### src/rtl/alu16_pkg.sv
// Shared constants for the byte-serial 16-bit ALU.
// Op codes, controller states, flag bit positions and alu8 function codes.
package alu16_pkg;

  localparam logic [2:0] OP_ADD = 3'd0;
  localparam logic [2:0] OP_ADC = 3'd1;
  localparam logic [2:0] OP_SBC = 3'd2;
  localparam logic [2:0] OP_INC = 3'd3;
  localparam logic [2:0] OP_DEC = 3'd4;

  typedef enum logic [1:0] {
    IDLE,
    LO,
    HI,
    DONE
  } state_t;

  localparam int F_S = 7;
  localparam int F_Z = 6;
  localparam int F_5 = 5;
  localparam int F_H = 4;
  localparam int F_3 = 3;
  localparam int F_V = 2;
  localparam int F_N = 1;
  localparam int F_C = 0;

  typedef enum logic [1:0] {
    FN_ADD,
    FN_SUB,
    FN_PASS
  } alu_fn_t;

endpackage

### src/rtl/alu16_alu8.sv
// 8-bit adder/subtractor shared by both byte phases.
// Subtract uses carry = not-borrow (a + ~b + cin).
module alu16_alu8
  import alu16_pkg::*;
(
  input  alu_fn_t    fn,
  input  logic [7:0] a,
  input  logic [7:0] b,
  input  logic       cin,
  output logic [7:0] res,
  output logic       cout,
  output logic       hc,
  output logic       v
);

  logic [7:0] bb;
  logic [8:0] sum;
  logic [4:0] nib;

  always_comb begin
    bb   = (fn == FN_SUB) ? ~b : b;
    sum  = {1'b0, a} + {1'b0, bb} + {8'd0, cin};
    nib  = {1'b0, a[3:0]} + {1'b0, bb[3:0]} + {4'd0, cin};
    res  = sum[7:0];
    cout = sum[8];
    hc   = nib[4];
    v    = (a[7] == bb[7]) && (sum[7] != a[7]);
    if (fn == FN_PASS) begin
      res  = a;
      cout = 1'b0;
      hc   = 1'b0;
      v    = 1'b0;
    end
  end

endmodule

### src/rtl/alu16_seq.sv
// Byte-serial 16-bit ADD/ADC/SBC over one shared 8-bit ALU, 3-cycle latency.
// Define ALU16_INC_DEC_EN to enable the INC16/DEC16 op codes.
module alu16_seq
  import alu16_pkg::*;
(
  input  logic        clk,
  input  logic        reset_n,
  input  logic        start,
  input  logic [2:0]  op,
  input  logic [15:0] x,
  input  logic [15:0] y,
  input  logic [7:0]  f_in,
  output logic        ready,
  output logic        done,
  output logic [15:0] out,
  output logic [7:0]  f
);

  state_t      state, nstate;
  logic [2:0]  op_q;
  logic [15:0] x_q, y_q;
  logic [7:0]  fq;
  logic [7:0]  lo_q;
  logic        lo_c;

  alu_fn_t     fn;
  logic [7:0]  a, b, res;
  logic        cin, cin0, zero_b;
  logic        cout, hc, v;
  logic        is_add, is_adc, is_sbc;
  logic        is_inc, is_dec;
  logic        accept, hi;
  logic [7:0]  fo;

  assign ready  = (state == IDLE) || (state == DONE);
  assign accept = start && ready;
  assign hi     = (state == HI);

  assign is_add = (op_q == OP_ADD);
  assign is_adc = (op_q == OP_ADC);
  assign is_sbc = (op_q == OP_SBC);
`ifdef ALU16_INC_DEC_EN
  assign is_inc = (op_q == OP_INC);
  assign is_dec = (op_q == OP_DEC);
`else
  assign is_inc = 1'b0;
  assign is_dec = 1'b0;
`endif

  always_comb begin
    fn     = FN_PASS;
    cin0   = 1'b0;
    zero_b = 1'b0;
    unique case (1'b1)
      is_add: fn = FN_ADD;
      is_adc: begin fn = FN_ADD; cin0 = fq[F_C]; end
      is_sbc: begin fn = FN_SUB; cin0 = ~fq[F_C]; end
      is_inc: begin fn = FN_ADD; cin0 = 1'b1; zero_b = 1'b1; end
      is_dec: begin fn = FN_SUB; zero_b = 1'b1; end
      default: fn = FN_PASS;
    endcase
    a   = hi ? x_q[15:8] : x_q[7:0];
    b   = zero_b ? 8'd0 : (hi ? y_q[15:8] : y_q[7:0]);
    cin = hi ? lo_c : cin0;
  end

  alu16_alu8 u_alu8 (
    .fn   (fn),
    .a    (a),
    .b    (b),
    .cin  (cin),
    .res  (res),
    .cout (cout),
    .hc   (hc),
    .v    (v)
  );

  // Subtract reports borrow: invert the ALU's not-borrow carries
  always_comb begin
    fo = fq;
    unique case (1'b1)
      is_add: begin
        fo[F_H] = hc;
        fo[F_N] = 1'b0;
        fo[F_C] = cout;
      end
      is_adc: begin
        fo[F_S] = res[7];
        fo[F_Z] = ({res, lo_q} == 16'd0);
        fo[F_H] = hc;
        fo[F_V] = v;
        fo[F_N] = 1'b0;
        fo[F_C] = cout;
      end
      is_sbc: begin
        fo[F_S] = res[7];
        fo[F_Z] = ({res, lo_q} == 16'd0);
        fo[F_H] = ~hc;
        fo[F_V] = v;
        fo[F_N] = 1'b1;
        fo[F_C] = ~cout;
      end
      default: fo = fq;
    endcase
  end

  always_comb begin
    nstate = state;
    case (state)
      IDLE:    if (start) nstate = LO;
      LO:      nstate = HI;
      HI:      nstate = DONE;
      DONE:    nstate = start ? LO : IDLE;
      default: nstate = IDLE;
    endcase
  end

  always_ff @(posedge clk or negedge reset_n) begin
    if (!reset_n) begin
      state <= IDLE;
      op_q  <= '0;
      x_q   <= '0;
      y_q   <= '0;
      fq    <= '0;
      lo_q  <= '0;
      lo_c  <= 1'b0;
      out   <= '0;
      f     <= '0;
      done  <= 1'b0;
    end else begin
      state <= nstate;
      done  <= (state == DONE);
      if (accept) begin
        op_q <= op;
        x_q  <= x;
        y_q  <= y;
        fq   <= f_in;
      end
      if (state == LO) begin
        lo_q <= res;
        lo_c <= cout;
      end
      if (hi) begin
        out <= {res, lo_q};
        f   <= fo;
      end
    end
  end

endmodule

### config.mk
export PLATFORM = sky130hd
export DESIGN_NAME = alu16_seq
export DESIGN_NICKNAME = d
export VERILOG_FILES = /design/src/rtl/alu16_pkg.sv /design/src/rtl/alu16_alu8.sv /design/src/rtl/alu16_seq.sv
export SDC_FILE = /design/constraint.sdc
export NUM_CORES = 1
export LEC_CHECK = 0
export ABC_AREA = 1
export CAP_MARGIN = 20
export CORE_MARGIN = 4
export CORE_UTILIZATION = 52
export DETAILED_ROUTE_END_ITERATION = 8
export GPL_TIMING_DRIVEN = 0
export PLACE_DENSITY = 0.79
export SLEW_MARGIN = 30
export SYNTH_ARGS = -nofsm -noshare
export SYNTH_HDL_FRONTEND = slang
export SYNTH_SLANG_ARGS = --single-unit
### constraint.sdc
create_clock -name clk -period 7.42 [get_ports clk]
set_clock_uncertainty 0.2 [all_clocks]
set_input_delay 0.742 -clock clk [delete_from_list [all_inputs] [get_ports clk]]
set_output_delay 0.742 -clock clk [all_outputs]
set_load 0.01 [all_outputs]
# After elaboration in Yosys (flattened, before gate mapping)
# Index checks and enable logic that the tools add are counted.
op_classes:
  eq_ne: 10
  shifts: 0
  n_bitwise: 4
  div_mod_pow: 0
  reduce_logical: 8
  n_mux: 17
  order_cmp: 0
  n_mul: 0
  n_addsub: 4
ops:
  columns: ["cell", "count"]
  rows:
  - ["$mux W8", 4]
  - ["$logic_not A16 Y1", 1]
  - ["$add A8 B8 Y9", 1]
  - ["$add A9 B1 Y9", 1]
  - ["$not A8 Y8", 1]
  - ["$pmux W2 S2", 2]
  - ["$pmux W2 S4", 1]
  - ["$eq A2 B2 Y1 const B", 3]
  - ["$mux W1", 6]
  - ["$add A4 B4 Y5", 1]
  - ["$add A5 B1 Y5", 1]
  - ["$eq A2 B1 Y1 const B", 2]
  - ["$mux W2", 2]
  - ["$pmux W1 S2", 2]
  - ["$reduce_or A2 Y1", 2]
  - ["$eq A3 B1 Y1 const B", 1]
  - ["$eq A3 B2 Y1 const B", 1]
  - ["$logic_not A3 Y1", 1]
  - ["$not A1 Y1", 3]
  - ["$logic_and A1 B1 Y1", 2]
  - ["$logic_not A2 Y1", 1]
  - ["$ne A2 B2 Y1 const B", 1]
  - ["$eq A1 B1 Y1", 1]
  - ["$logic_or A1 B1 Y1", 1]
  - ["$ne A1 B1 Y1", 1]
word_totals:
  elab_cells: 53
  mem_bits_rw: 0
  output_inout_bits: 26
  mem_bits_ro: 0
  n_memories: 0
  latchBits: 0
  register_bits: 79
  in_bits: 46

# Longest topological paths before layout
# Gate-level depths: netlist (run 1).
depth:
  ltp_word: 11
  depth_mapped: 25
  mapped_depth_nobuf: 22

# Cells and area by module
# From an unflattened synthesis (run 1), not the netlist that was laid out.
hier_totals:
  cells_unflattened: 445
  area_unflattened_um2: 4146.5
modules_own_cells:
  columns: ["module", "cells_each", "instances", "seq_area_each_um2", "area_per_inst_um2"]
  rows:
  - ["alu16_seq", 334, 1, 1976.9, 3505.9]
  - ["alu16_alu8", 111, 1, 0.0, 640.6]

# Worst setup path after synthesis (run 1)
# Ideal clock, no wire load.
synth_timing:
  kind: "reg-to-reg"
  startpoint: "register state[0]"
  endpoint: "register f[0]"
  slack_ns: 4.224
  setup_time_ns: 0.120
  arrival_ns: 2.876
  stages_incl_launch_ff: 25
  n_path_buf: 3
  t_required_ns: 7.100
  period_less_slack_ns: 3.196
  cell_sequence: "dfrtp_1 > inv_1 > ha_1 > buf_4 > inv_2 > buf_6 > clkbuf_1 > nand2_1 > nand2_1 > xnor2_1 > fa_1 > inv_1 > fa_1 > inv_1 > nand2_1 > nand2_1 > nand3_1 > nand2_1 > nand2_1 > nand2_1 > nand2_1 > nand3_1 > nand3_1 > o21ai_0 > inv_1"
synth_between:
  elab_chain_cells: 9
  elab_cells_between_ends: 11
  cone_classes: "add/sub (2); eq/ne (1); mux (6); bitwise (2)"
synth_rtl:
  columns: ["element", "line_no", "source"]
  rows:
  - ["from (decl)", "alu16_seq.sv:19", "state_t state, nstate;"]
  - ["from (signal assigned)", "alu16_seq.sv:131", "state <= nstate;"]
  - ["$eq A2 B2 Y1 (*)", "alu16_seq.sv:37", "assign hi = (state == HI);"]
  - ["$mux W8", "alu16_seq.sv:63", "b = zero_b ? 8'd0 : (hi ? y_q[15:8] : y_q[7:0]);"]
  - ["$not A8 Y8", "alu16_alu8.sv:21", "bb = (fn == FN_SUB) ? ~b : b;"]
  - ["$mux W8", "alu16_alu8.sv:21", null]
  - ["$add A8 B8 Y9", "alu16_alu8.sv:22", "sum = {1'b0, a} + {1'b0, bb} + {8'd0, cin};"]
  - ["$add A9 B1 Y9", "alu16_alu8.sv:22", null]
  - ["$mux W1", "alu16_alu8.sv:28", "if (fn == FN_PASS) begin"]
  - ["$not A1 Y1", "alu16_seq.sv:101", "fo[F_C] = ~cout;"]
  - ["$pmux W2 S2", "alu16_seq.sv:81", "unique case (1'b1)"]
  - ["to (signal assigned)", "alu16_seq.sv:145", "f <= fo;"]
  - ["to (decl)", "alu16_seq.sv:16", "output logic [7:0] f"]
# Mark *: on every way between the ends. The rest lies on a longest branch, timed or not.
# A chain may end at the register's enable or synchronous reset.

# Worst setup path after layout (run 1)
layout_timing:
  startpoint: "register state[0]"
  endpoint: "register f[6]"
layout_between:
  elab_chain_cells: 9
  elab_cells_between_ends: 11
  cone_classes: "add/sub (2); eq/ne (1); mux (6); bitwise (1); reduce/logical (1)"
layout_rtl:
  columns: ["element", "line_no"]
  rows:
  - ["$eq A2 B2 Y1 (*)", "alu16_seq.sv:37"]
  - ["$mux W8", "alu16_seq.sv:63"]
  - ["$not A8 Y8", "alu16_alu8.sv:21"]
  - ["$mux W8", "alu16_alu8.sv:21"]
  - ["$add A8 B8 Y9", "alu16_alu8.sv:22"]
  - ["$add A9 B1 Y9", "alu16_alu8.sv:22"]
  - ["$mux W8", "alu16_alu8.sv:28"]
  - ["$logic_not A16 Y1", "alu16_seq.sv:89, alu16_seq.sv:97"]
  - ["$mux W2", null]
# Marked as above.

==> out/metrics.yaml, run 1 <==
setup_path:
  cp-end-kind: "flop"
  critical-path-slowest-cell: "dfrtp_1"
  cp_max_fo: 10
  path_depth: 24
  critPathBufInv: 7
  path_delay_family: "simple AND/OR/NAND/NOR gates"
  path_cells: "inv_1 > ha_1 > buf_4 > inv_2 > buf_6 > clkbuf_1 > nand2_1 > nand2_1 > xnor2_1 > fa_1 > inv_1 > fa_1 > inv_1 > nand2_1 > nand2_1 > nand3_1 > nand2_1 > nand2_1 > nand3_1 > nand2_1 > nand2_1 > nor2_1 > nor2_1 > nor2_1"
  cpMostUsedCell: "nand2_1"
  r2r-end: "f[6]"
  rr_worst_depth: 24
  r2r-start: "state[0]"
  required_ns: 7.45
  startpoint_type: "flop"
  arrival_ns: 3.90
  critPathMaxStageDelay_ns: 0.41
  r2r_slack_ns: 3.55
  critical_path_class: "reg2reg"
detailed_routing:
  drc: 0
  vias: 3145
  firstDrtPassIters: 4
  ant_nets: 0
  viasPerCell: 5.01
  drt_iter0_drc: 121
  avgRoutedWirePerCell_um: 13.6
  wirelength_um: 8540
cts:
  clkLatencyLatePin_ns: 0.34
  cts_root_buffer: "clkbuf_8"
  clock_path_buffers: 2
  path_clk_slew_ns: 0.07
  holdBufCountCts: 0
  ctsResizeCount: 0
  cts_buffers: 9
  cts_sinks: 79
  cts_setup_buffers: 0
  cts_tree: "done"
  h-tree-depth: 3
global_routing:
  antenna_found_initial: 0
  grt_pass1_vias: 3048
  gr-total-overflow: 0
  grt_max_degree: 53
  grt_usage_pct: 20.3
  grt_pass1_wl_um: 14400
floorplanning:
  rows: 31
  die_w_um: 95.2
  die_y_um: 95.2
  die_area_um2: 9050
  ios: 72
  initial_core_util_pct: 53.9
  core_um2: 7330
synth:
  yosysSeqAreaShare_pct: 50.0
  postSynthCellCount: 442
  synth_nets: 502
  syn_area_um2: 3950
  synth_area_leaders: "dfrtp_1, nand2_1, mux2_2, inv_1, ha_1"
  synth.top_cell.area_share_pct: 50.0
  synthDistinctLibCells: 28
  synth_seq_cells: 79
  synth_area_leader_cell: "dfrtp_1"
  yosys_warnings: 0
  syn_avg_cell_area_um2: 8.94
placement:
  dp_hpwl_um: 6640
  portBuffers: 71
  post-place-cells: 613
  dpl_cell_area_um2: 4810
  gp_congestion: 0.838
sta:
  hold_violations: 0
  clock.fmax_mhz: 258
  grt_setup_unrepaired: "no"
  slew-limit-headroom_pct: 56.4
  final.min_clock_period_ns: 3.87
  tns_ns: 0
  finalCritPeriodShare_pct: 52.2
  slew_violations: 0
  hold-worst-slack_ns: 0.120
  worst_pin_slew_ns: 0.654
  setup_viol: 0
cells_and_area:
  final_cell_mix: "nand2_1, dfrtp_1, clkdlybuf4s50_1"
  final_cell_count_no_fill: 628
  mostFrequentLayoutCell: "nand2_1"
  design_area_um2: 5010
  drive_gt1_share_pct: 13.2
  nets: 585
  antenna_cells: 0
  fill_cells: 568
  area_growth_pct: 26.7
power_and_ir_drop:
  power_density_nw_per_um2: 531
  ir_drop_mv: 0.291
  cellLeakagePower_nw: 2.42
job:
  cap_violations: 0
status:
  outcome: "completed"
worst_hold_path:
  min_path_type: "in2async"
==> sequential cells by signal, indices dropped and copies added (netlist names) <==
signal	count
f	8
fq	8
done	1
lo_c	1
x_q	16
y_q	16
state	2
op_q	3
out	16
lo_q	8
==> worst register-to-register path, stage by stage (launching register included) <==
cell	delay [ns]
dfrtp_1	0.41
inv_1	0.11
ha_1	0.20
buf_4	0.16
inv_2	0.06
buf_6	0.14
clkbuf_1	0.38
nand2_1	0.09
nand2_1	0.09
xnor2_1	0.20
fa_1	0.29
inv_1	0.06
fa_1	0.38
inv_1	0.09
nand2_1	0.07
nand2_1	0.10
nand3_1	0.11
nand2_1	0.12
nand2_1	0.07
nand3_1	0.07
nand2_1	0.09
nand2_1	0.08
nor2_1	0.06
nor2_1	0.10
nor2_1	0.05
==> kinds of logic (layout without fill, tap and decap cells) <==
| family | after synthesis | in the layout | share of synthesized area [%] |
|---|---|---|---|
| DFF | 79 | 79 | 50.0 |
| xor gates and xnor gates | 8 | 8 | 1.77 |
| buffers and inverters | 61 | 148 | 6.27 |
| AOI/OAI and AO/OA | 50 | 50 | 6.72 |
| adders and majority gates | 14 | 14 | 4.81 |
| muxes | 38 | 38 | 10.8 |
| and+or+nand+nor | 192 | 192 | 19.5 |
==> stage by stage <==
stage | total power [W] | utilization [%] | setup WS (ns)
6_report | 0.00266 | 68.3 | 3.55
5_1_grt | 0.00294 | 68.3 | 3.15
4_1_cts | 0.00268 | 68.3 | 3.48
3_5_place_dp | 0.00235 | 65.6 | 3.52
3_3_place_gp | 0.00230 | 65.3 | 2.72
2_1_floorplan | 0.00188 | - | 4.22
==> cells in the mapped netlist (all sizes together) <==
cell and instances:
nand2 136, dfrtp 79, inv 44, mux2 38, o21ai 31, nor2 27, nand3 22, a21oi 15
ha 12, buf 10, clkbuf 7, xnor2 7, or2 4, fa 2, nand4 2, o22ai 2
a221oi 1, a31oi 1, nand3b 1, xor2 1
==> power breakdown <==
part           internal [W]  switching [W]
sequential         0.000650       0.000118
clock              0.000170       0.000142
combinational      0.000671       0.000906
==> worst max path at each step <==
stage / from / to / slack (ns)
global route: state[0] / f[0] / 3.15
global placement: reset_n / y_q[8] / 2.72
floorplan: state[0] / f[0] / 4.22
finish: state[0] / f[6] / 3.55
CTS: state[0] / f[6] / 3.48
detailed placement: state[0] / f[6] / 3.52
==> layer usage <==
metal / up-vias / share of wire, % / track usage, %
li1: 1573 / - / -
met1: 1483 / 45 / 26.3
met2: 78 / 49 / 34.9
met3: 11 / 4.6 / 3.24
met4: 0 / 1.3 / 6.13
met5: - / 0 / 0
==> cell type report <==
cell class              instances  area [µm²]  share of cell area, %
inverters                      44         165                   3.30
plain buffers                  17        82.6                   1.65
repair buffers                 72         736                   14.7
well taps                      99         124                   2.47
flip-flops and latches         79        1980                   39.5
clock inverters                 4        45.0                  0.900
multi-input cells             302        1730                   34.5
clock buffers                  11         151                   3.02
No activity file was read; power rests on OpenSTA's default activity.
==> run 2: changes to the inputs <==
Clock period 7.42 ns to 3.58 ns, I/O delays scaled along.
==> run 2 against run 1 <==
  * Combinational power increased by 120%
  * Count of clock-buffer cells in the layout stayed put
  * Sequential share of layout area is 0.60 points lower
  * Setup slack lost 3.3 ns
  * Die area unchanged
  * Critical path depth unchanged
  * Design area rose by 1.5%
  * Hold slack better by 0.15 ns
  * Global-route usage about the same
  * First-iteration DRC count up 19%
==> out/metrics.yaml, run 2 (synthesis gave the netlist of run 1 again) <==
status:
  outcome: "completed"  # unchanged
detailed_routing:
  ant_nets: 0  # unchanged
  drt_iter0_drc: 144  # was 121
  viasPerCell: 5.08  # was 5.01
  avgRoutedWirePerCell_um: 13.8  # was 13.6 µm
  wirelength_um: 8760  # was 8540 µm
  firstDrtPassIters: 4  # unchanged
  drc: 0  # unchanged
  vias: 3215  # was 3145
sta:
  hold_violations: 0  # unchanged
  fin_ws_ns: 0.213  # was 3.55 ns
  setup_viol: 0  # unchanged
  final.min_clock_period_ns: 3.37  # was 3.87 ns
  slew_violations: 0  # unchanged
  slew-limit-headroom_pct: 55.9  # was 56.4%
  finalCritPeriodShare_pct: 94.1  # was 52.2%
  worst_pin_slew_ns: 0.662  # was 0.654 ns
  clock.fmax_mhz: 297  # was 258 MHz
setup_path:
  crit_start: "state[0]"  # unchanged
  critical_path_class: "reg2reg"  # unchanged
  cp-end-kind: "flop"  # unchanged
  startpoint_type: "flop"  # unchanged
  r2r-start: "state[0]"  # unchanged
  critPathCapture: "f[6]"  # unchanged
  r2r_slack_ns: 0.21  # was 3.55 ns
  r2r-end: "f[6]"  # unchanged
  cp_max_fo: 10  # unchanged
  arrival_ns: 3.40  # was 3.90 ns
  rr_worst_depth: 24  # unchanged
  required_ns: 3.62  # was 7.45 ns
power_and_ir_drop:
  power_density_nw_per_um2: 1110  # was 531 nW/µm²
  cellLeakagePower_nw: 2.45  # was 2.42 nW
  ir_drop_mv: 0.590  # was 0.291 mV
  p_total_w: 0.00566  # was 0.00266 W
cells_and_area:
  drive_gt1_share_pct: 15.9  # was 13.2%
  nets: 590  # was 585
  ff_latch_area_um2: 1980  # unchanged
  multiInputGateArea_um2: 1750  # was 1730 µm²
  mostFrequentLayoutCell: "nand2_1"  # unchanged
  reg_top3: "out (16), x_q (16), y_q (16)"  # unchanged
  antenna_cells: 0  # unchanged
  design_area_um2: 5080  # was 5010 µm²
  fill_cells: 561  # was 568
  final_cell_mix: "nand2_1, dfrtp_1, clkdlybuf4s50_1"  # unchanged
  area_growth_pct: 28.7  # was 26.7%
cts:
  path_clk_slew_ns: 0.08  # was 0.07 ns
  clkLatencyLatePin_ns: 0.34  # about the same
  h-tree-depth: 3  # unchanged
  cts_root_buffer: "clkbuf_8"  # unchanged
  cts_buffers: 9  # unchanged
  clock_path_buffers: 2  # unchanged
  cts_tree: "done"  # unchanged
  cts_sinks: 79  # unchanged
placement:
  gp_congestion: 0.838  # unchanged
  dpl_cell_area_um2: 4810  # unchanged
  dp_hpwl_um: 6640  # unchanged
  place_ws_ns: -0.319  # was 3.52 ns
  portBuffers: 71  # unchanged
global_routing:
  grt_usage_pct: 20.3  # about the same
  grt_pass1_vias: 3072  # was 3048
  antenna_found_initial: 0  # unchanged
  grt_max_degree: 53  # unchanged
  grt_pass1_wl_um: 14400  # about the same
  gr-total-overflow: 0  # unchanged
floorplanning:
  die_area_um2: 9050  # unchanged
  core_um2: 7330  # unchanged
  die_w_um: 95.2  # unchanged
  initial_core_util_pct: 53.9  # unchanged
  die_y_um: 95.2  # unchanged
  ios: 72  # unchanged
  rows: 31  # unchanged
job:
  cap_violations: 0  # unchanged
worst_hold_path:
  hp-start: "out[1]"
  min_path_type: "reg2reg"  # was in2async
==> run 2: cell count changes in the layout (fill, tap and decap cells not counted), sizes merged <==
cell,before,now
buf,12,15
dlygate4sd3,0,1
clkbuf,18,19
==> run 2: timing repair <==
| item | in CTS | in global routing |
|---|---|---|
| resized for setup | 7 | 8 |
| pin swaps | 2 | 3 |
| endpoints found under the setup margin | 8 | 6 |
| endpoints found under the hold margin | 27 | 0 |
| buffers inserted | 1 | 3 |
| hold buffers | 1 | 0 |
==> run 2: power breakdown <==
part,internal (W),total (W),switching [W]
Combinational,0.00147,0.00342,0.00195
Sequential,0.00135,0.00159,0.000243
Clock,0.000353,0.000653,0.000300
Total,0.00317,0.00566,0.00249
==> run 2: through the flow <==
| step | hold WS [ns] | setup TNS (ns) | std cells | utilization (%) |
|---|---|---|---|---|
| after floorplan | -0.138 | 0 | 442 | - |
| after global placement | 0.253 | -58.43 | 612 | 65.3 |
| after detailed placement | 0.105 | -1.30 | 613 | 65.6 |
| after CTS | 0.277 | 0 | 630 | 68.8 |
| after global routing | 0.293 | -0.0401 | 633 | 69.3 |
| final | 0.274 | 0 | 633 | 69.3 |
==> run 2: layer usage <==
layer / routed length [µm] / global-route usage [%]
met5: 0 / 0
met4: 112 / 6.13
met3: 437 / 3.24
met2: 4300 / 35.1
met1: 3900 / 26.2
==> run 2: area by class of cell <==
class / instances / share of cell area (%)
Buffer: 17 / 1.92
Clock buffer: 11 / 2.98
Clock inverter: 4 / 0.886
Inverter: 44 / 3.25
Multi-Input combinational cell: 302 / 34.4
Sequential cell: 79 / 38.9
Tap cell: 99 / 2.44
Timing Repair Buffer: 77 / 15.2
==> run 2: worst max-delay path, cell delays in order, from the launching register on <==
cell	delay (ns)
dfrtp_1	0.40
inv_2	0.09
ha_1	0.17
buf_6	0.12
inv_2	0.04
buf_6	0.14
clkbuf_8	0.17
nand2_1	0.06
nand2_1	0.07
xnor2_2	0.22
fa_2	0.26
inv_1	0.05
fa_2	0.35
inv_2	0.06
nand2_1	0.07
nand2_2	0.11
nand3_2	0.09
nand2_2	0.08
nand2_1	0.06
nand3_1	0.07
nand2_1	0.10
nand2_1	0.10
nor2_2	0.05
nor2_1	0.09
nor2_1	0.05
==> run 2: worst min-delay path by stage <==
stage	to	slack [ns]	cells past startpoint
after floorplan	done	-0.14	0
after global placement	out[4]	0.25	2
after detailed placement	out[1]	0.10	1
after CTS	out[1]	0.28	2
after global routing	f[5]	0.29	2
final	out[1]	0.27	2
==> run 3: changes to the inputs <==
Settings changed: CORE_MARGIN 4 to default.
==> run 3 against run 2 <==
  * Combinational power is 2% lower
  * Critical path depth is 1 higher
  * First-iteration DRC count is 0.69% lower
  * Setup slack better by 0.015 ns
  * Count of clock-buffer cells in the layout is 1 higher
  * Die area is 12% lower
  * Power is 2.3% lower
  * Maximum frequency is 0.44% higher
==> out/metrics.yaml, run 3 (synthesis gave the netlist of run 1 again) <==
status:
  outcome: "completed"  # unchanged
detailed_routing:
  vias: 3195  # was 3215
  avgRoutedWirePerCell_um: 13.5  # was 13.8 µm
  firstDrtPassIters: 4  # unchanged
  wirelength_um: 8510  # was 8760 µm
  drt_iter0_drc: 143  # was 144
  ant_nets: 0  # unchanged
  viasPerCell: 5.06  # was 5.08
  drc: 0  # unchanged
cells_and_area:
  final_cell_mix: "nand2_1, dfrtp_1, clkdlybuf4s50_1"  # unchanged
  ff_latch_area_um2: 1980  # unchanged
  nets: 589  # was 590
  mostFrequentLayoutCell: "nand2_1"  # unchanged
  multiInputGateArea_um2: 1750  # about the same
  reg_top3: "out (16), x_q (16), y_q (16)"  # unchanged
  drive_gt1_share_pct: 15.6  # was 15.9%
  fill_cells: 610  # was 561
  final_cell_count_no_fill: 632  # was 633
  antenna_cells: 0  # unchanged
  area_growth_pct: 27.8  # was 28.7%
sta:
  slew-limit-headroom_pct: 56.9  # was 55.9%
  slew_violations: 0  # unchanged
  hold_violations: 0  # unchanged
  clock.fmax_mhz: 298  # was 297 MHz
  worst_pin_slew_ns: 0.646  # was 0.662 ns
  final.min_clock_period_ns: 3.35  # was 3.37 ns
  finalCritPeriodShare_pct: 93.6  # was 94.1%
  grt_setup_unrepaired: "no"
  setup_viol: 0  # unchanged
setup_path:
  cpMostUsedCell: "nand2_1"  # unchanged
  cp-end-kind: "flop"  # unchanged
  critPathMaxStageDelay_ns: 0.40  # about the same
  arrival_ns: 3.45  # was 3.40 ns
  required_ns: 3.68  # was 3.62 ns
  startpoint_type: "flop"  # unchanged
  critical-path-slowest-cell: "dfrtp_1"  # unchanged
  critical_path_class: "reg2reg"  # unchanged
  cp_max_fo: 10  # unchanged
floorplanning:
  ios: 72  # unchanged
  core_um2: 7290  # was 7330 µm²
  die_y_um: 89.2  # was 95.2 µm
  rows: 31  # unchanged
  die_area_um2: 7950  # was 9050 µm²
  initial_core_util_pct: 54.2  # was 53.9%
  die_w_um: 89.2  # was 95.2 µm
power_and_ir_drop:
  ir_drop_mv: 0.680  # was 0.590 mV
  p_total_w: 0.00554  # was 0.00566 W
  power_density_nw_per_um2: 1100  # was 1110 nW/µm²
  cellLeakagePower_nw: 2.43  # was 2.45 nW
placement:
  gp_congestion: 0.866  # was 0.838
  post-place-cells: 613  # unchanged
  portBuffers: 71  # unchanged
  dp_hpwl_um: 6380  # was 6640 µm
cts:
  h-tree-depth: 3  # unchanged
  cts_sinks: 79  # unchanged
  cts_buffers: 9  # unchanged
  clkLatencyLatePin_ns: 0.35  # was 0.34 ns
  path_clk_slew_ns: 0.08  # about the same
  cts_root_buffer: "clkbuf_8"  # unchanged
  clock_path_buffers: 2  # unchanged
  cts_tree: "done"  # unchanged
global_routing:
  antenna_found_initial: 0  # unchanged
  grt_pass1_wl_um: 14000  # was 14400 µm
  grt_usage_pct: 23.6  # was 20.3%
  grt_max_degree: 47  # was 53
  grt_pass1_vias: 3055  # was 3072
  gr-total-overflow: 0  # unchanged
job:
  cap_violations: 0  # unchanged
worst_hold_path:
  min_path_type: "reg2reg"  # unchanged
run 3: repair_timing:
item | in CTS | in global routing
pin swaps | 2 | 2
hold buffers | 1 | 0
setup buffers | 1 | 2
hold endpoints to repair | 45 | 0
setup endpoints to repair | 6 | 6
resized for setup | 6 | 7
run 3: layer usage:
metal,up-vias,global-route usage [%],share of wire [%]
met5,-,0,0
met4,0,10.5,1.8
met3,14,3.88,4.6
met2,81,39.5,49
met1,1512,30.2,44
li1,1588,-,-
run 3: layout make-up:
| class | instances | area share, % |
|---|---|---|
| sequential | 79 | 39.2 |
| multi-input combinational | 302 | 34.6 |
| timing repair buffer | 76 | 15.1 |
| clock buffer | 12 | 3.27 |
| inverter | 44 | 3.27 |
| tap | 99 | 2.45 |
| buffer | 17 | 1.81 |
| clock inverter | 3 | 0.347 |
run 3: path summary, 6_finish.rpt:
check                      depth (start not counted)  endpoint  slack [ns]     start
max in group asynchronous                          3   y_q[12]        2.23   reset_n
setup / recovery                                  25      f[0]        0.23  state[0]
setup reg to reg                                  25      f[0]        0.23  state[0]
hold / removal                                     2    out[1]        0.27    out[1]
hold reg to reg                                    2    out[1]        0.27    out[1]
min in group asynchronous                          2    out[8]        0.36   reset_n
run 3: power by group:
group | internal (W) | switching [W] | total (W)
Clock | 0.000302 | 0.000305 | 0.000607
Sequential | 0.00135 | 0.000244 | 0.00159
Combinational | 0.00145 | 0.00189 | 0.00334
Total | 0.00310 | 0.00244 | 0.00554
run 3: worst max-delay path, delay by kind of cell, from the launching register on:
family	cells	cell delay (ns)
simple gates	12	0.86
buf+inv	8	0.76
flops	1	0.40
compound gates	1	0.08
fa+ha+maj	3	0.76
xor+xnor	1	0.22
run 3: metrics by stage:
| step | setup WS (ns) | cell area (µm²) | util, % | setup TNS [ns] | hold slack [ns] |
|---|---|---|---|---|---|
| 6_report | 0.227 | 5050 | 69.2 | 0 | 0.269 |
| 5_1_grt | 0.00279 | 5050 | 69.2 | 0 | 0.300 |
| 2_1_floorplan | 0.384 | 3950 | - | 0 | -0.138 |
| 4_1_cts | 0.0173 | 5020 | 68.8 | 0 | 0.277 |
| 3_5_place_dp | -0.284 | 4800 | 65.9 | -0.961 | 0.200 |
| 3_3_place_gp | -0.748 | 4780 | 65.6 | -59.19 | 0.252 |
